--- config.mk ---
export PLATFORM = sky130hd
export DESIGN_NAME = seq_alu_flat
export DESIGN_NICKNAME = d
export VERILOG_FILES = /design/src/rtl/alu_pkg.sv /design/src/rtl/seq_alu_if.sv /design/src/rtl/seq_alu_iter.sv /design/src/rtl/seq_alu.sv /design/src/flat_wrapper.sv
export SDC_FILE = /design/constraint.sdc
export NUM_CORES = 1
export LEC_CHECK = 0
export CAP_MARGIN = 25
export CORE_ASPECT_RATIO = 1.25
export CORE_MARGIN = 10
export CORE_UTILIZATION = 53
export CTS_BUF_LIST = sky130_fd_sc_hd__clkbuf_16
export DETAILED_ROUTE_END_ITERATION = 10
export PLACE_DENSITY = 0.77
export SLEW_MARGIN = 0
export SYNTH_ARGS = -nofsm -noshare
export SYNTH_HDL_FRONTEND = slang
export SYNTH_SLANG_ARGS = --single-unit
--- constraint.sdc ---
create_clock -name clk -period 3.3 [get_ports clk]
set_input_delay 0.66 -clock clk [delete_from_list [all_inputs] [get_ports clk]]
set_output_delay 0.66 -clock clk [all_outputs]
set_load 0.01 [all_outputs]
--- src/rtl/alu_pkg.sv ---
// alu_pkg: opcode, FSM state and width constants shared by seq_alu, the operand selector and their benches.
package alu_pkg;
    localparam int DEF_DW = 8;
    typedef enum logic [2:0] {
        OP_ADD = 3'd0, OP_SUB = 3'd1, OP_MUL = 3'd2, OP_DIV = 3'd3,
        OP_MOD = 3'd4, OP_EQ  = 3'd5, OP_GT  = 3'd6, OP_LT  = 3'd7
    } op_e;
    typedef enum logic [1:0] {S_IDLE, S_EXEC, S_DONE} state_e;
endpackage

--- src/rtl/seq_alu_if.sv ---
// seq_alu_if: operand request and result response handshakes of seq_alu.
interface seq_alu_if
    import alu_pkg::*;
#(parameter int DW = DEF_DW);
    logic            in_valid, in_ready, out_valid, out_ready, carry, zero, err;
    logic [DW-1:0]   a, b;
    logic [2:0]      opcode;
    logic [2*DW-1:0] result;
    modport master (output in_valid, a, b, opcode, out_ready,
                    input  in_ready, out_valid, result, carry, zero, err);
    modport slave  (input  in_valid, a, b, opcode, out_ready,
                    output in_ready, out_valid, result, carry, zero, err);
endinterface

--- src/rtl/seq_alu_iter.sv ---
// seq_alu_iter: shift-add multiplier / restoring divider sharing one hi:lo register pair, one step per enabled cycle.
module seq_alu_iter
    import alu_pkg::*;
#(parameter int DW = DEF_DW, parameter int ITER = DW) (
    input  logic            clk,
    input  logic            rst,
    input  logic            start_i,
    input  logic            en_i,
    input  logic            mul_i,
    input  logic [DW-1:0]   a_i,
    input  logic [DW-1:0]   b_i,
    output logic            done_o,
    output logic [2*DW-1:0] res_o
);
    localparam int CW = $clog2(ITER);
    logic [DW-1:0] hi_q, hi_d, lo_q, lo_d, m_q;
    logic [CW-1:0] cnt_q;
    logic          mul_q;
    logic [DW:0]   sum, trial;
    // hi holds the partial product or the running remainder; lo the multiplier or the dividend/quotient
    always_comb begin
        sum   = {1'b0, hi_q} + (lo_q[0] ? {1'b0, m_q} : '0);
        trial = {hi_q, lo_q[DW-1]} - {1'b0, m_q};
        hi_d  = mul_q ? sum[DW:1] : trial[DW] ? {hi_q[DW-2:0], lo_q[DW-1]} : trial[DW-1:0];
        lo_d  = mul_q ? {sum[0], lo_q[DW-1:1]} : {lo_q[DW-2:0], ~trial[DW]};
    end
    assign done_o = en_i && cnt_q == CW'(ITER - 1);
    assign res_o  = {hi_d, lo_d};
    always_ff @(posedge clk or posedge rst)
        if (rst) begin
            hi_q  <= '0;
            lo_q  <= '0;
            m_q   <= '0;
            cnt_q <= '0;
            mul_q <= 1'b0;
        end else if (start_i) begin
            hi_q  <= '0;
            lo_q  <= a_i;
            m_q   <= b_i;
            cnt_q <= '0;
            mul_q <= mul_i;
        end else if (en_i) begin
            hi_q  <= hi_d;
            lo_q  <= lo_d;
            cnt_q <= cnt_q + 1'b1;
        end
endmodule

--- src/rtl/seq_alu.sv ---
// seq_alu: multi-cycle 8-bit ALU with valid/ready in and out; MUL/DIV/MOD iterate in seq_alu_iter.
// SEQ_ALU_SIGNED_CMP_EN makes GT/LT two's complement compares.
module seq_alu
    import alu_pkg::*;
#(parameter int DW = DEF_DW, parameter int ITER = DW) (
    input logic      clk,
    input logic      rst,
    seq_alu_if.slave bus
);
    state_e          state_q, state_d;
    op_e             op_q;
    logic [DW-1:0]   a_q, b_q;
    logic [2*DW-1:0] result_q, result_d, iter_res, fin;
    logic            carry_q, carry_d, zero_q, zero_d, err_q, err_d;
    logic            accept, iter_op, div0, iter_en, iter_done, gt, lt;
    logic [DW:0]     add_s, sub_s;
    assign accept  = state_q == S_IDLE && bus.in_valid;
    assign iter_op = op_q inside {OP_MUL, OP_DIV, OP_MOD};
    assign div0    = op_q inside {OP_DIV, OP_MOD} && b_q == '0;
    assign iter_en = state_q == S_EXEC && iter_op && !div0;
    assign add_s   = {1'b0, a_q} + {1'b0, b_q};
    assign sub_s   = {1'b0, a_q} - {1'b0, b_q};
`ifdef SEQ_ALU_SIGNED_CMP_EN
    assign gt = $signed(a_q) > $signed(b_q);
    assign lt = $signed(a_q) < $signed(b_q);
`else
    assign gt = a_q > b_q;
    assign lt = a_q < b_q;
`endif
    seq_alu_iter #(.DW(DW), .ITER(ITER)) u_iter (
        .clk(clk), .rst(rst), .start_i(accept), .en_i(iter_en),
        .mul_i(op_e'(bus.opcode) == OP_MUL), .a_i(bus.a), .b_i(bus.b),
        .done_o(iter_done), .res_o(iter_res)
    );
    // divide by zero: quotient all-ones, remainder = a
    assign fin = op_q == OP_ADD ? {{(DW-1){1'b0}}, add_s} :
                 op_q == OP_SUB ? {{DW{1'b0}}, sub_s[DW-1:0]} :
                 op_q == OP_EQ  ? (2*DW)'(a_q == b_q) :
                 op_q == OP_GT  ? (2*DW)'(gt) :
                 op_q == OP_LT  ? (2*DW)'(lt) :
                 div0           ? (op_q == OP_DIV ? {a_q, {DW{1'b1}}} : {{DW{1'b0}}, a_q}) :
                 op_q == OP_MOD ? {{DW{1'b0}}, iter_res[2*DW-1:DW]} : iter_res;
    always_comb begin
        state_d  = state_q;
        result_d = result_q;
        carry_d  = carry_q;
        zero_d   = zero_q;
        err_d    = err_q;
        case (state_q)
            S_IDLE: state_d = bus.in_valid ? S_EXEC : S_IDLE;
            S_EXEC: if (!iter_op || div0 || iter_done) begin
                state_d  = S_DONE;
                result_d = fin;
                carry_d  = op_q == OP_ADD ? add_s[DW] : (op_q == OP_SUB) & sub_s[DW];
                zero_d   = fin == '0;
                err_d    = div0;
            end
            S_DONE: state_d = bus.out_ready ? S_IDLE : S_DONE;
            default: state_d = S_IDLE;
        endcase
    end
    always_ff @(posedge clk or posedge rst)
        if (rst) begin
            state_q  <= S_IDLE;
            op_q     <= OP_ADD;
            a_q      <= '0;
            b_q      <= '0;
            result_q <= '0;
            carry_q  <= 1'b0;
            zero_q   <= 1'b0;
            err_q    <= 1'b0;
        end else begin
            state_q  <= state_d;
            result_q <= result_d;
            carry_q  <= carry_d;
            zero_q   <= zero_d;
            err_q    <= err_d;
            if (accept) begin
                a_q  <= bus.a;
                b_q  <= bus.b;
                op_q <= op_e'(bus.opcode);
            end
        end
    assign bus.in_ready  = state_q == S_IDLE;
    assign bus.out_valid = state_q == S_DONE;
    assign bus.result    = result_q;
    assign bus.carry     = carry_q;
    assign bus.zero      = zero_q;
    assign bus.err       = err_q;
endmodule

--- src/flat_wrapper.sv ---
// flat-port wrapper written by rule: the top's interface ports become plain ports
module seq_alu_flat import alu_pkg::*;
#(parameter int DW = DEF_DW, parameter int ITER = DW)
  (clk, rst, bus_in_valid, bus_a, bus_b, bus_opcode, bus_out_ready, bus_in_ready, bus_out_valid, bus_result, bus_carry, bus_zero, bus_err);
  seq_alu_if #(.DW(DW)) bus_i ();
  input logic clk;
  input logic rst;
  input wire logic [$bits(bus_i.in_valid)-1:0] bus_in_valid;
  input wire logic [$bits(bus_i.a)-1:0] bus_a;
  input wire logic [$bits(bus_i.b)-1:0] bus_b;
  input wire logic [$bits(bus_i.opcode)-1:0] bus_opcode;
  input wire logic [$bits(bus_i.out_ready)-1:0] bus_out_ready;
  output wire logic [$bits(bus_i.in_ready)-1:0] bus_in_ready;
  output wire logic [$bits(bus_i.out_valid)-1:0] bus_out_valid;
  output wire logic [$bits(bus_i.result)-1:0] bus_result;
  output wire logic [$bits(bus_i.carry)-1:0] bus_carry;
  output wire logic [$bits(bus_i.zero)-1:0] bus_zero;
  output wire logic [$bits(bus_i.err)-1:0] bus_err;
  assign bus_i.in_valid = bus_in_valid;
  assign bus_i.a = bus_a;
  assign bus_i.b = bus_b;
  assign bus_i.opcode = bus_opcode;
  assign bus_i.out_ready = bus_out_ready;
  assign bus_in_ready = bus_i.in_ready;
  assign bus_out_valid = bus_i.out_valid;
  assign bus_result = bus_i.result;
  assign bus_carry = bus_i.carry;
  assign bus_zero = bus_i.zero;
  assign bus_err = bus_i.err;
  seq_alu #(.DW(DW), .ITER(ITER)) u_core (.clk(clk), .rst(rst), .bus(bus_i));
endmodule
After elaboration in Yosys (flattened, before gate mapping)
Cells that the tools add are included.
{"block": "word_totals", "regBits": 60, "input_bits": 23, "out_inout_bits": 21, "wordCells": 74}
{"block": "classes", "add_sub_neg": 5, "magnitude_cmp": 2, "eq_ne": 13, "mux": 23, "n_bitwise": 2, "n_reduce_logical": 17}
{"cell": "$mux W16", "count": 8}
{"cell": "$mux W8", "count": 8}
{"cell": "$logic_not A16 Y1", "count": 1}
{"cell": "$eq A3 B3 Y1 const B", "count": 5}
{"cell": "$add A8 B8 Y9", "count": 1}
{"cell": "$add A8 B9 Y9", "count": 1}
{"cell": "$eq A3 B2 Y1 const B", "count": 3}
{"cell": "$sub A8 B8 Y9", "count": 1}
{"cell": "$sub A9 B8 Y9", "count": 1}
{"cell": "$eq A8 B8 Y1", "count": 1}
{"cell": "$gt A8 B8 Y1", "count": 1}
{"cell": "$logic_not A8 Y1", "count": 1}
{"cell": "$lt A8 B8 Y1", "count": 1}
{"cell": "$mux W3", "count": 2}
{"cell": "$pmux W2 S3", "count": 1}
{"cell": "$logic_and A1 B1 Y1", "count": 5}
{"cell": "$mux W2", "count": 2}
{"cell": "$reduce_bool A2 Y1", "count": 2}
{"cell": "$add A3 B1 Y3 const B", "count": 1}
{"cell": "$eq A3 B1 Y1 const B", "count": 1}
{"cell": "$logic_not A3 Y1", "count": 1}
{"cell": "$reduce_bool A3 Y1", "count": 1}
{"cell": "$eq A2 B1 Y1 const B", "count": 1}
{"cell": "$eq A2 B2 Y1 const B", "count": 1}
{"cell": "other kinds (8)", "count": 11}

Longest topological paths before layout
Gate-level depths: netlist (run 1).
{"block": "depth", "depth_word": 11, "depth_mapped": 14, "ltp_nobuf": 13}

Hierarchy
A second synthesis (run 1) with hierarchy kept.
{"block": "unflattened", "cells_unflattened": 587, "hier_area_um2": 5059.9}
{"mod": "seq_alu", "instances": 1, "cells_each": 340, "area_per_inst_um2": 2847.7}
{"mod": "seq_alu_iter", "instances": 1, "cells_each": 247, "area_per_inst_um2": 2212.1}

Worst setup path after synthesis (run 1)
Ideal clock, no wire load.
{"block": "synth_timing", "path_kind": "register -> register", "from": "register u_core.u_iter.lo_q[7]", "to": "register u_core.zero_q (netlist: u_core.bus.zero)", "setup_time_ns": 0.068, "t_arrival_ns": 3.500, "t_required_ns": 3.232, "setup_slack_ns": -0.268, "stages_incl_launch_ff": 14, "n_path_buf": 0, "cell_sequence": "dfrtp_1 inv_1 ha_1 inv_1 fa_1 a21o_1 a221o_1 o31ai_4 mux2_2 a2111oi_2 a22oi_1 nand4b_1 nor4_2 a32o_1"}
{"block": "synth_between", "elab_chain_cells": 11, "elab_cells_between_ends": 13}
{"item": "start, declared", "line_no": "seq_alu_iter.sv:16", "text": "logic [DW-1:0] hi_q, hi_d, lo_q, lo_d, m_q;"}
{"item": "start signal, assigned", "line_no": "seq_alu_iter.sv:38", "text": "lo_q <= a_i;"}
{"item": "start signal, assigned", "line_no": "seq_alu_iter.sv:44", "text": "lo_q <= lo_d;"}
{"item": "$sub A9 B8 Y9", "line_no": "seq_alu_iter.sv:23", "text": "trial = {hi_q, lo_q[DW-1]} - {1'b0, m_q};"}
{"item": "$mux W8 / $not A1 Y1 (equally long branches)", "line_no": "seq_alu_iter.sv:24, seq_alu_iter.sv:25"}
{"item": "$mux W8, on equally long branches", "line_no": "seq_alu_iter.sv:24, seq_alu_iter.sv:25"}
{"item": "$mux W16 (*)", "line_no": "seq_alu.sv:42", "text": "op_q == OP_MOD ? {{DW{1'b0}}, iter_res[2*DW-1:DW]} : iter_res;"}
{"item": "$mux W16 (*)", "line_no": "seq_alu.sv:41", "text": "div0 ? (op_q == OP_DIV ? {a_q, {DW{1'b1}}} : {{DW{1'b0}}, a_q}) :"}
{"item": "$mux W16 (*)", "line_no": "seq_alu.sv:40", "text": "op_q == OP_LT ? (2*DW)'(lt) :"}
{"item": "$mux W16 (*)", "line_no": "seq_alu.sv:39", "text": "op_q == OP_GT ? (2*DW)'(gt) :"}
{"item": "$mux W16 (*)", "line_no": "seq_alu.sv:38", "text": "op_q == OP_EQ ? (2*DW)'(a_q == b_q) :"}
{"item": "$mux W16 (*)", "line_no": "seq_alu.sv:37", "text": "op_q == OP_SUB ? {{DW{1'b0}}, sub_s[DW-1:0]} :"}
{"item": "$mux W16 (*)", "line_no": "seq_alu.sv:36", "text": "assign fin = op_q == OP_ADD ? {{(DW-1){1'b0}}, add_s} :"}
{"item": "$logic_not A16 Y1 (*)", "line_no": "seq_alu.sv:55", "text": "zero_d = fin == '0;"}
{"item": "end signal, assigned", "line_no": "seq_alu.sv:76", "text": "zero_q <= zero_d;"}
{"item": "end, declared", "line_no": "seq_alu.sv:14", "text": "logic carry_q, carry_d, zero_q, zero_d, err_q, err_d;"}
Mark *: on every way between the ends. The rest lies on a longest branch, timed or not.
A chain may end at the register's enable or synchronous reset.

Worst setup path after layout (run 1)
Ends and elaborated chain as after synthesis.

==> results of run 1 <==
-- worst min path at each step --
stage,start,to
2_1_floorplan,u_core.u_iter.lo_q[7],u_core.u_iter.lo_q[7]
3_3_place_gp,u_core.bus.result[7],u_core.bus.result[7]
3_5_place_dp,u_core.bus.result[15],u_core.bus.result[15]
4_1_cts,u_core.bus.result[15],u_core.bus.result[15]
5_1_grt,u_core.bus.result[15],u_core.bus.result[15]
6_report,u_core.bus.result[15],u_core.bus.result[15]
-- cells by family (layout without fill, tap and decap cells) --
kind of cell | after synthesis | in the layout
adders and majority gates | 38 | 38
xor gates and xnor gates | 15 | 15
muxes | 15 | 15
and+or+nand+nor | 239 | 239
AOI/OAI and AO/OA | 171 | 171
buffers and inverters | 60 | 152
DFF | 60 | 60
-- area by class of cell --
cell class	instances	area [um^2]	share of cell area (%)
multi-input cells	478	3130	50.8
flip-flops and latches	60	1500	24.4
repair buffers	108	956	15.5
clock buffers	9	225	3.65
well taps	120	150	2.44
inverters	28	105	1.71
clock inverters	7	92.6	1.50
-- stage by stage --
| stage | setup WS, ps | total power (uW) | hold WS [ps] | utilization [%] | cell area [um^2] |
|---|---|---|---|---|---|
| final | -100 | 7730 | 474 | 70.4 | 6160 |
| after global routing | -285 | 8270 | 505 | 70.4 | 6160 |
| after CTS | -144 | 7520 | 477 | 69.6 | 6090 |
| after detailed placement | -229 | 6380 | 463 | 65.4 | 5720 |
| after global placement | -167 | 6270 | 458 | 65.4 | 5720 |
| after floorplan | -93.3 | 4410 | 455 | - | 4810 |
-- metal layers --
| metal | routed length, um | part of all wire (%) | track usage (%) | vias up |
|---|---|---|---|---|
| met5 | 0 | 0 | 0 | - |
| met4 | 837 | 5.1 | 14.9 | 0 |
| met3 | 1020 | 6.1 | 4.85 | 51 |
| met2 | 8230 | 50 | 42.0 | 206 |
| met1 | 6460 | 39 | 28.4 | 2353 |
| li1 | - | - | - | 2322 |
-- state kept, by name, summed over array words and instances (netlist names) --
name / cells
u_core.u_iter.mul_q: 1
u_core.b_q: 8
u_core.bus.result: 16
u_core.bus.zero: 1
u_core.u_iter.cnt_q: 3
u_core.op_q: 3
u_core.u_iter.lo_q: 8
u_core.u_iter.hi_q: 8
u_core.state_q: 2
u_core.bus.carry: 1
u_core.bus.err: 1
u_core.a_q: 8
-- Yosys cell counts, types with 3 or more instances --
library cell | count | area (um^2)
nor3_1 | 11 | 55.1
xnor2_1 | 10 | 87.6
a21oi_1 | 26 | 130
and2_1 | 10 | 62.6
nand2b_1 | 4 | 25.0
a211oi_1 | 6 | 45.0
nor4_1 | 4 | 25.0
or3_1 | 5 | 31.3
o211ai_1 | 5 | 37.5
a22o_1 | 5 | 43.8
nor2b_1 | 9 | 56.3
o31ai_1 | 3 | 22.5
ha_1 | 34 | 425
nand2_1 | 113 | 424
inv_1 | 28 | 105
a221oi_1 | 3 | 26.3
and3_1 | 4 | 25.0
nand3_1 | 23 | 115
nor2_1 | 36 | 135
xor2_1 | 5 | 43.8
a31oi_1 | 11 | 68.8
mux2i_1 | 7 | 70.1
o21bai_1 | 6 | 45.0
o21a_1 | 8 | 60.1
a22oi_1 | 4 | 30.0
buf_1 | 3 | 11.3
a21o_1 | 7 | 52.6
a311oi_1 | 3 | 26.3
o21ai_0 | 55 | 275
clkbuf_1 | 28 | 105
mux2_2 | 8 | 90.1
dfrtp_1 | 60 | 1500
fa_1 | 4 | 80.1
o22ai_1 | 6 | 37.5
-- repair_timing --
| item | 4_1_cts | 5_1_grt |
|---|---|---|
| resized for setup | 2 | 11 |
| cloned | 0 | 0 |
| hold buffers | 0 | 0 |
| setup buffers | 4 | 4 |
| setup endpoints to repair | 3 | 5 |
| pin swaps | 4 | 1 |
-- tightest hold or removal path, cell delays in order (launching register included) --
cell	delay, ps
dfrtp_1	340
nand2_1	50
nand2_1	50
-- report_power, final --
| group | total, uW | switching, uW | internal, uW |
|---|---|---|---|
| sequential | 1410 | 359 | 1050 |
| combinational | 5300 | 2950 | 2350 |
| clock | 1020 | 364 | 658 |
| total | 7730 | 3670 | 4060 |
==> flow_summary.ini, run 1 <==
[outcome]
outcome = finished, violations left
violations = negative setup slack

[synth]
synth-seq-cells = 60
synth_edf_count = 0
yosysWarnings = 0
synthCells = 598
synth-xor-area-share_pct = 2.75
async_flop_share_pct = 100
synth_fa_ha_area_share_pct = 10.6
yosysUniqueCellTypes = 66
ys.flop_type = dfrtp_1
synthMuxAreaShare_pct = 3.35
synth.avg_cell_area_um2 = 8.00
synth_top_family_by_area = simple AND/OR/NAND/NOR gates
syn_nets = 659
ys_seq_area_share_pct = 31.4
synth_compound_gate_area_share_pct = 23.5
synth-simple-area-share_pct = 23.6
syn-cell-area_um2 = 4780

[sta]
tns_ps = -100
slew_violations = 0
slew_headroom_pct = 56.8
timing.final.ws_setup_ps = -100
rsz0062_at_grt = true
tightest_slew_ps = 647
hold_violations = 0
period_needed_ps = 3400
setup_viol = 1
max_freq_mhz = 294
skew_ps = 6.63
fin_crit_sh_pct = 103

[finish]
layout_common_cells = 111 x nand2_1, 62 x buf_4, 60 x dfrtp_1
area_growth_syn_to_layout_pct = 28.8
diodes = 0
finalNonFillerCells = 810
final_net_count = 746
layout_commonest_cell = nand2_1
fillers = 745
drive_gt1_share_pct = 15.8

[worst_setup_path]
r2r_cells = 14
required_ps = 3580
crit_cells = 14
crit_buf_inv = 3
crit_path_max_fanout = 8
regToRegStartpoint = u_core.u_iter.lo_q[7]
endpoint = u_core.bus.zero
cp_common_cell = inv_2
worstReg2RegEnd = u_core.bus.zero
path_cells = inv_2 -> ha_4 -> inv_2 -> fa_2 -> a21o_1 -> a221o_1 -> o31ai_4 -> buf_12 -> mux2_4 -> a2111oi_4 -> a22oi_2 -> nand4b_1 -> nor4_2 -> a32o_1
worst_setup_path_end_kind = register
crit_arrival_ps = 3680
start_kind = register
cp_slowest_cell = dfrtp_1
cp-startpoint = u_core.u_iter.lo_q[7]
setup.worst_path.class = register to register
cp_slowest_stage_delay_ps = 390
reg2reg_slack_ps = -100
critPathTopFamily = compound AO/OA/AOI/OAI gates

[clocking]
path_clk_slew_ps = 60
numCtsBuffers = 9
cts_tree = built
htree_levels = 3
cts.sinks = 60
clk_latency_ps = 340
cts_buffer_depth = 2
cts_root_buf = clkbuf_16

[die]
num_rows = 38
coreArea_um2 = 8750
die_x_um = 105
io-pin-count = 44
initial_core_util_pct = 54.7
die_y_um = 126
die-area_um2 = 13300

[route]
drt_wl_total_mm = 16.5
drtAntennaViolNets = 0
wl_per_cell_um = 20.4
drt_iter0_drc = 393
vias = 4932
drt-vias-per-instance = 6.09
drt_pass1_iterations = 5
drcViolationCount = 0

[run]
cap_violations = 0

[power]
peakVddDrop_uv = 822
p_leak_uw = 0.00287
p_per_area_nw_per_um2 = 1250

[global_route]
grt_max_degree = 36
grt_pass1_wl_mm = 26.1
grt_pass1_vias = 4929
antenna_found_initial = 0
overflow = 0
grt_usage_pct = 24.8

[placed_design]
dp_hpwl_mm = 12.9
place_inst = 786
io_buffers = 43
routabilityCongestion = 1.02

[min_path]
holdCritPathClass = register to register
min_path_cells = 2
(Power assumes the default switching activity.)
==> run 2: changes to the inputs <==
- CAP_MARGIN: 25 -> 20
- SLEW_MARGIN: 0 -> not set
==> results of run 2 <==
Same layout as run 1: the final DEF is identical, and so are final timing and power.
==> run 3: changes to the inputs <==
- CTS_BUF_LIST: sky130_fd_sc_hd__clkbuf_16 -> not set
==> flow_summary.ini, run 3 (synthesized netlist as in run 1, its figures left out) <==
[power]
p_seq_share_pct = 18.7
p_leak_uw = 0.00283
p_switching_uw = 3650
p_per_area_nw_per_um2 = 1230
p_int_uw = 3850
pwr-share-clk_pct = 10.1
peakVddDrop_uv = 817
netSwitchingFraction_pct = 48.7
p_comb_share_pct = 71.1

[route]
drt_wl_total_mm = 16.5
drt_iter0_drc = 383
drt_pass1_iterations = 5
vias = 4955
drtAntennaViolNets = 0
wl_per_cell_um = 20.3
drt-vias-per-instance = 6.09
drcViolationCount = 0

[worst_setup_path]
start_kind = register
path_cells = inv_2 -> ha_4 -> inv_2 -> fa_2 -> a21o_1 -> a221o_1 -> o31ai_4 -> buf_12 -> xnor2_4 -> mux2i_2 -> o211ai_1 -> a2111o_1 -> nor4_2 -> a32o_1
required_ps = 3610
cp_common_cell = inv_2
crit_path_max_fanout = 8
crit_arrival_ps = 3750
crit_buf_inv = 3
cp_slowest_cell = a2111o_1
critPathTopFamily = compound AO/OA/AOI/OAI gates
setup.worst_path.class = register to register
worst_setup_path_end_kind = register
cp_slowest_stage_delay_ps = 420

[die]
io-pin-count = 44
die_y_um = 126
coreArea_um2 = 8750
die-area_um2 = 13300
initial_core_util_pct = 54.7
num_rows = 38
die_x_um = 105

[global_route]
overflow = 0
grt_pass1_vias = 4939
antenna_found_initial = 0
grt_pass1_wl_mm = 26.0
grt_usage_pct = 24.8
grt_max_degree = 36

[finish]
layout_common_cells = 110 x nand2_1, 65 x buf_4, 60 x dfrtp_1
area_growth_syn_to_layout_pct = 27.0
largest_reg_flops = 16
finalNonFillerCells = 813
final_net_count = 749
final_area_um2 = 6080
drive_gt1_share_pct = 16.5
layout_commonest_cell = nand2_1
diodes = 0

[placed_design]
dpl_cell_area_um2 = 5720
routabilityCongestion = 1.02
dp_hpwl_mm = 12.9
io_buffers = 43
place_inst = 786

[sta]
slew_violations = 0
period_needed_ps = 3450
timing.final.ws_setup_ps = -148
slew_headroom_pct = 57.8
skew_ps = 12.7
setup_viol = 2
tightest_slew_ps = 633
rsz0062_at_grt = true
fin_crit_sh_pct = 104
max_freq_mhz = 290
hold_violations = 0

[clocking]
htree_levels = 3
cts.sinks = 60
path_clk_slew_ps = 80
cts_tree = built
numCtsBuffers = 9
hold_buffers = 0
cts_root_buf = clkbuf_8
clk_latency_ps = 370
cts_buffer_depth = 2

[outcome]
outcome = finished, violations left
violations = negative setup slack

[min_path]
holdCritPathClass = register to register

[run]
cap_violations = 0
[run 3: worst register-to-register path: stages, from the launching register on]
cell and delay, ps:
dfrtp_1 400, inv_2 90, ha_4 140, inv_2 40, fa_2 360, a21o_1 200
a221o_1 360, o31ai_4 220, buf_12 170, xnor2_4 150, mux2i_2 280, o211ai_1 150
a2111o_1 420, nor4_2 240, a32o_1 190
[run 3: power groups by stage]
stage               clock network [uW]  logic [uW]  registers, uW
floorplan                            0        3080           1330
global placement                     0        4890           1380
detailed placement                   0        4970           1400
CTS                                765        5120           1400
global route                       803        5800           1450
finish                             759        5340           1410
[run 3: cell type report]
cell class | instances | area [um^2]
clock buffers | 10 | 128
repair buffers | 111 | 970
clock inverters | 6 | 88.8
multi-input cells | 478 | 3140
well taps | 120 | 150
inverters | 28 | 105
flip-flops and latches | 60 | 1500
fillers | 751 | 2670
[run 3: what timing repair did]
item                                    CTS  global route
gates cloned                              0             0
setup buffers                             7             6
endpoints found under the setup margin    3             5
resized for setup                         5            10
pin swaps                                11             4
[run 3: metal layers]
layer	routed length (um)	GRT usage, %	share of wire, %	vias to the layer above
met3	1100	4.59	6.7	58
met2	8160	42.3	50	226
li1	-	-	-	2323
met4	887	14.5	5.4	0
met5	0	0	0	-
met1	6320	28.2	38	2348
[run 3: final timing paths]
path	endpoint	slack, ps	cells past startpoint	startpoint
min in group asynchronous	u_core.bus.result[15]	670	2	rst
max in group asynchronous	u_core.u_iter.lo_q[0]	2020	3	rst
worst max-delay path	u_core.bus.zero	-150	14	u_core.u_iter.lo_q[7]
worst max register to register	u_core.bus.zero	-150	14	u_core.u_iter.lo_q[7]
worst min-delay path	u_core.bus.result[15]	480	2	u_core.bus.result[15]
worst min register to register	u_core.bus.result[15]	480	2	u_core.bus.result[15]
[run 3: per-stage QoR]
step                      power (uW)  worst slack (ps)  hold WS (ps)  utilization [%]  TNS (ps)
after floorplan                 4410             -93.3           455                -     -93.3
after global placement          6270              -167           458             65.4      -233
after detailed placement        6380              -229           463             65.4      -394
after CTS                       7280              -144           482             68.7      -181
after global routing            8050              -325           511             69.5      -776
final                           7500              -148           484             69.5      -183
